File: src/rtl/rf_arb_pkg.sv
// Shared types and defaults for the register-file write-port arbiter.
// Optional build macro used by the top: RF_ARB_ZERO_REG_EN (register 0 hardwired zero).
package rf_arb_pkg;

    localparam int DATA_W_DEF = 16;
    localparam int ADDR_W_DEF = 4;

    // Requester index: the load path is the default-priority owner of the port.
    typedef enum logic {
        REQ_MEM = 1'b0,
        REQ_ALU = 1'b1
    } req_idx_t;

    typedef logic [3:0] starve_cnt_t;

    // Increment that sticks at the limit instead of wrapping.
    function automatic starve_cnt_t sat_inc(input starve_cnt_t value, input starve_cnt_t limit);
        starve_cnt_t result;
        if (value >= limit) begin
            result = limit;
        end else begin
            result = value + 4'd1;
        end
        return result;
    endfunction

endpackage

File: src/rtl/rf_arb_starve_ctr.sv
// Saturating count of consecutive cycles the ALU requester lost arbitration.
// force_r1 asserts once the count reaches STARVE_LIMIT (legal 1..15).
module rf_arb_starve_ctr
    import rf_arb_pkg::*;
#(
    parameter int STARVE_LIMIT = 3
) (
    input  logic        clk,
    input  logic        rst,
    input  logic        stall,
    input  logic        r1_valid,
    input  logic        grant_r0,
    output logic [3:0]  starve_cnt,
    output logic        force_r1
);

    localparam starve_cnt_t LIMIT = starve_cnt_t'(STARVE_LIMIT);

    starve_cnt_t cnt_q;
    starve_cnt_t cnt_d;
    logic        lost;

    // A loss is only a loss if the ALU path was actually waiting.
    assign lost = grant_r0 & r1_valid;

    // Next count: bump on a loss, clear on any other unstalled cycle.
    always_comb begin
        cnt_d = cnt_q;
        if (!stall) begin
            if (lost) begin
                cnt_d = sat_inc(cnt_q, LIMIT);
            end else begin
                cnt_d = '0;
            end
        end
    end

    // Count register; a stalled cycle holds the value.
    always_ff @(posedge clk or posedge rst) begin
        if (rst) begin
            cnt_q <= '0;
        end else begin
            cnt_q <= cnt_d;
        end
    end

    assign starve_cnt = cnt_q;
    assign force_r1   = (cnt_q == LIMIT);

endmodule

File: src/rtl/regfile_write_arbiter.sv
// Two-requester arbiter for the single register-file write port.
// Load writeback (r0) has fixed priority; ALU writeback (r1) is forced through
// after STARVE_LIMIT consecutive losses. Accepted writes appear one cycle later
// as a single-cycle strobe.
// Build macro: RF_ARB_ZERO_REG_EN -- when defined, writes to register 0 are
// accepted but never strobed to the register file.
module regfile_write_arbiter
    import rf_arb_pkg::*;
#(
    parameter int DATA_W       = DATA_W_DEF,
    parameter int ADDR_W       = ADDR_W_DEF,
    parameter int STARVE_LIMIT = 3
) (
    input  logic              clk,
    input  logic              rst,
    input  logic              stall,
    input  logic              r0_valid,
    output logic              r0_ready,
    input  logic [ADDR_W-1:0] r0_reg,
    input  logic [DATA_W-1:0] r0_data,
    input  logic              r1_valid,
    output logic              r1_ready,
    input  logic [ADDR_W-1:0] r1_reg,
    input  logic [DATA_W-1:0] r1_data,
    output logic              rf_write_reg,
    output logic [ADDR_W-1:0] rf_dst,
    output logic [DATA_W-1:0] rf_data,
    output logic [3:0]        starve_cnt
);

    logic              force_r1;
    logic              grant_r0;
    logic              grant_r1;
    logic              xfer;
    logic              commit;
    req_idx_t          winner;
    logic [ADDR_W-1:0] win_reg;
    logic [DATA_W-1:0] win_data;

    rf_arb_starve_ctr #(
        .STARVE_LIMIT (STARVE_LIMIT)
    ) u_starve_ctr (
        .clk        (clk),
        .rst        (rst),
        .stall      (stall),
        .r1_valid   (r1_valid),
        .grant_r0   (grant_r0),
        .starve_cnt (starve_cnt),
        .force_r1   (force_r1)
    );

    // Grant: nothing under stall, lone requester wins, contention goes to r0 unless r1 is starved.
    always_comb begin
        grant_r0 = 1'b0;
        grant_r1 = 1'b0;
        if (!stall) begin
            if (r0_valid && r1_valid) begin
                if (force_r1) begin
                    grant_r1 = 1'b1;
                end else begin
                    grant_r0 = 1'b1;
                end
            end else if (r0_valid) begin
                grant_r0 = 1'b1;
            end else if (r1_valid) begin
                grant_r1 = 1'b1;
            end
        end
    end

    assign r0_ready = grant_r0;
    assign r1_ready = grant_r1;
    assign xfer     = grant_r0 | grant_r1;
    assign winner   = grant_r1 ? REQ_ALU : REQ_MEM;

    // Steer the winning requester's id and data toward the output stage.
    always_comb begin
        win_reg  = r0_reg;
        win_data = r0_data;
        if (winner == REQ_ALU) begin
            win_reg  = r1_reg;
            win_data = r1_data;
        end
    end

`ifdef RF_ARB_ZERO_REG_EN
    // Register 0 reads as zero, so a write there is swallowed after the handshake.
    assign commit = xfer && (win_reg != '0);
`else
    assign commit = xfer;
`endif

    // Output stage: one-cycle strobe, id/data only move when a write is issued.
    always_ff @(posedge clk or posedge rst) begin
        if (rst) begin
            rf_write_reg <= 1'b0;
            rf_dst       <= '0;
            rf_data      <= '0;
        end else begin
            rf_write_reg <= commit;
            if (commit) begin
                rf_dst  <= win_reg;
                rf_data <= win_data;
            end
        end
    end

endmodule
File: config.mk
export PLATFORM = sky130hd
export DESIGN_NAME = regfile_write_arbiter
export DESIGN_NICKNAME = d
export VERILOG_FILES = /design/src/rtl/rf_arb_pkg.sv /design/src/rtl/rf_arb_starve_ctr.sv /design/src/rtl/regfile_write_arbiter.sv
export SDC_FILE = /design/constraint.sdc
export NUM_CORES = 1
export LEC_CHECK = 0
export ABC_AREA = 1
export BUFFER_PORTS_ARGS = -buffer_cell sky130_fd_sc_hd__buf_2
export CORE_MARGIN = 2
export CORE_UTILIZATION = 30
export CTS_CLUSTER_SIZE = 30
export DETAILED_ROUTE_END_ITERATION = 8
export GPL_ROUTABILITY_DRIVEN = 0
export HOLD_SLACK_MARGIN = 0.1
export PLACE_DENSITY = 0.54
export SLEW_MARGIN = 5
export SYNTH_ARGS = -nofsm -noshare
export SYNTH_HDL_FRONTEND = slang
export SYNTH_SLANG_ARGS = --single-unit
File: constraint.sdc
create_clock -name clk -period 2.9 [get_ports clk]
set_input_delay 0.145 -clock clk [delete_from_list [all_inputs] [get_ports clk]]
set_output_delay 0.145 -clock clk [all_outputs]
set_load 0.005 [all_outputs]
==> key figures <==
Layout
  – Max reg flops: 16
  – Most frequent cells in the layout: 71 x buf_2, 54 x nand2_1, 48 x inv_1, 41 x nand3_1, 25 x dfrtp_1
  – Multi-input logic area: 564 sq um
  – Final cell count without fillers: 321
  – Reg area: 626 sq um
  – Ant. Diodes: 0
  – Most common cell after layout, fill and taps aside: buf_2
  – Fillers: 527
  – Final nets: 314
  – Area growth syn-to-layout: 27.1%
  – Layout cells sized above 1: 34.8%
  – Largest register by flop count: rf_data

Yosys
  – Post-synth cell types: 18
  – Post-Syn Instances: 202
  – Cell area after synthesis: 0.00145 sq mm
  – FF+latch count, synth: 25
  – Synth warn: 0
  – Post-Synth Adder-Cell Area: 0.861%
  – Post-synthesis mux area share: 0%
  – Post-synthesis xor/xnor area fraction: 0%
  – Simple logic cell fraction of the synthesized area: 36.1%
  – Area leader, netlist: dfrtp_1
  – Ranking of synthesized cells by area: dfrtp_1 43%, nand3_1 14%, nand2_1 14%
  – Post-synth top area share: 43.1%
  – Sequential fraction of the synthesis area: 43.1%
  – Compound-cell area share of the yosys netlist: 1.89%
  – Largest family of logic cells by synthesized area: simple AND/OR/NAND/NOR gates
  – Synthesized area per cell: 7.19 sq um
  – Post-Syn Nets: 248

Route
  – Aggregate routed wire length: 3600 microns
  – DRT iter0 DRCs: 76
  – TritonRoute pass-1 iters: 4
  – Vias per std cell: 4.34
  – Post-DRT Antenna Nets: 0
  – Per-cell routed wire length: 11.2 microns
  – Vias: 1392
  – Residual DRC: 0

Power and ir drop
  – Worst vdd ir: 183 uV
  – Power Density: 435 mW/mm^2
  – Sequential Power Share: 51.3%
  – P_leak: 1.21 nW
  – Clock share of power: 25.8%
  – Total power: 803 uW
  – Sw Pwr: 236 uW
  – Logic pwr share: 22.9%
  – Pint: 567 uW
  – Switch share: 29.4%

Clock network
  – Root Buffer: clkbuf_8
  – CTS tree: built
  – Post-CTS Resized: 0
  – Reg clk slew, reported paths: 90 ps
  – CTS Hold Bufs: 0
  – Post-CTS setup repair buffer count: 0
  – Clk buf depth: 2
  – TritonCTS Buffers: 3
  – # H-tree levels: 1
  – Clk sinks: 25
  – Clk_lat worst skew: 260 ps

Floorplan
  – Core area: 0.00469 sq mm
  – Rows: 25
  – Ports: 72
  – Initial Util: 31.0%
  – Die area: 0.00541 sq mm
  – Die height: 73.6 microns
  – Die Wd: 73.6 microns

Critical path
  – Worst EP required: 2760 ps
  – Crit start category: flop
  – Worst-path fanout max: 21
  – Setup Crit Path Kind: flop to primary output
  – Crit path DAT: 1660 ps
  – Setup crit end kind: primary output
  – Reg2Reg Depth: 7

Timing
  – Endpoints failing setup: 0
  – RSZ-0062 raised after global routing: false
  – Final worst setup slack: 1100 ps
  – Hold Slack: 66.6 ps
  – Crit path time final: 1800 ps
  – Clk_skew: 0.822 ps
  – Setup_tns: 0 ps
  – Fmax: 555 MHz
  – Worst Tran Pin Value: 918 ps
  – Endpoints failing hold: 0
  – Slew Limit Fails: 0
  – Max_slew headroom: 38.8%
  – Fin crit share: 62.1%

Min path
  – HP Class: primary input to asynchronous set/reset pin

Global route
  – First-pass GRT wire length: 5690 microns
  – Vias in the first global route: 1280
  – Tot GR Track Use: 13.3%
  – Initial antenna violation count: 0
  – Pin count of the biggest net entering global routing: 26
  – Grt total ovfl: 0

Run
  – Max-cap violation count: 0

Placed design
  – Buffers on Ports: 71
  – HPWL after detailed placement: 2660 microns
  – Post-Place Worst Slack: 1090 ps
  – Placed Cells incl. Taps: 317

Status
  – Status: finished clean
[worst paths after layout]
path                                                   startpoint                                     end  slack, ps
max in group asynchronous                                     rst                   rf_dst[3]$_DFFE_PP0P_       2270
min in group clk                                            stall  u_starve_ctr.starve_cnt[2]$_DFFE_PP0N_        150
min reg2reg                                 rf_dst[0]$_DFFE_PP0P_                   rf_dst[0]$_DFFE_PP0P_        490
min                                                           rst                  rf_data[4]$_DFFE_PP0P_         70
max                        u_starve_ctr.starve_cnt[0]$_DFFE_PP0N_                                r1_ready       1100
max reg2reg                u_starve_ctr.starve_cnt[0]$_DFFE_PP0N_                  rf_data[2]$_DFFE_PP0P_       1360
[power by group through the flow]
| stage | clock [mW] | combinational, mW | sequential [mW] |
|---|---|---|---|
| 2_1_floorplan | 0 | 0.101 | 0.419 |
| 4_1_cts | 0.211 | 0.190 | 0.413 |
| 6_report | 0.207 | 0.184 | 0.412 |
| 3_3_place_gp | 0 | 0.187 | 0.419 |
| 3_5_place_dp | 0 | 0.190 | 0.418 |
| 5_1_grt | 0.225 | 0.210 | 0.417 |
[stage by stage]
stage | utilization, % | cell area [sq um]
after floorplan | - | 1450
after global placement | 38.4 | 1800
after detailed placement | 38.4 | 1800
after CTS | 39.4 | 1850
after global routing | 39.4 | 1850
final | 39.4 | 1850
[Yosys cell counts, drive strengths merged]
master / count
buf: 10
dfrtp: 25
ha: 1
inv: 50
nand2: 67
nand3: 41
nor2: 4
o211ai: 1
o21ai: 2
o22ai: 1
[logic make-up (layout without fill, tap and decap cells)]
| logic type | Yosys count | in the layout |
|---|---|---|
| AOI/OAI and AO/OA | 4 | 4 |
| buffers and inverters | 60 | 125 |
| adders and majority gates | 1 | 1 |
| DFF | 25 | 25 |
| and+or+nand+nor | 112 | 112 |
[metal layers]
| layer | global-route usage, % | part of all wire [%] | up-vias |
|---|---|---|---|
| li1 | - | - | 725 |
| met1 | 17.3 | 44 | 635 |
| met2 | 23.4 | 52 | 30 |
| met3 | 1.23 | 3.1 | 2 |
| met4 | 3.64 | 0.86 | 0 |
| met5 | 0 | 0 | - |
[layout make-up]
type,count,area share (%)
Clock buffer,3,2.24
Clock inverter,1,0.271
Inverter,50,10.2
Multi-Input combinational cell,117,30.6
Sequential cell,25,33.9
Tap cell,54,3.66
Timing Repair Buffer,71,19.2
[worst max-delay path: stages, from the launching register on]
cell and delay, ps:
dfrtp_1 400, ha_1 220, nand2_2 110, nand2_4 160, nand2_4 290, inv_1 70, buf_2 130
No activity file was read; power rests on OpenSTA's default activity.
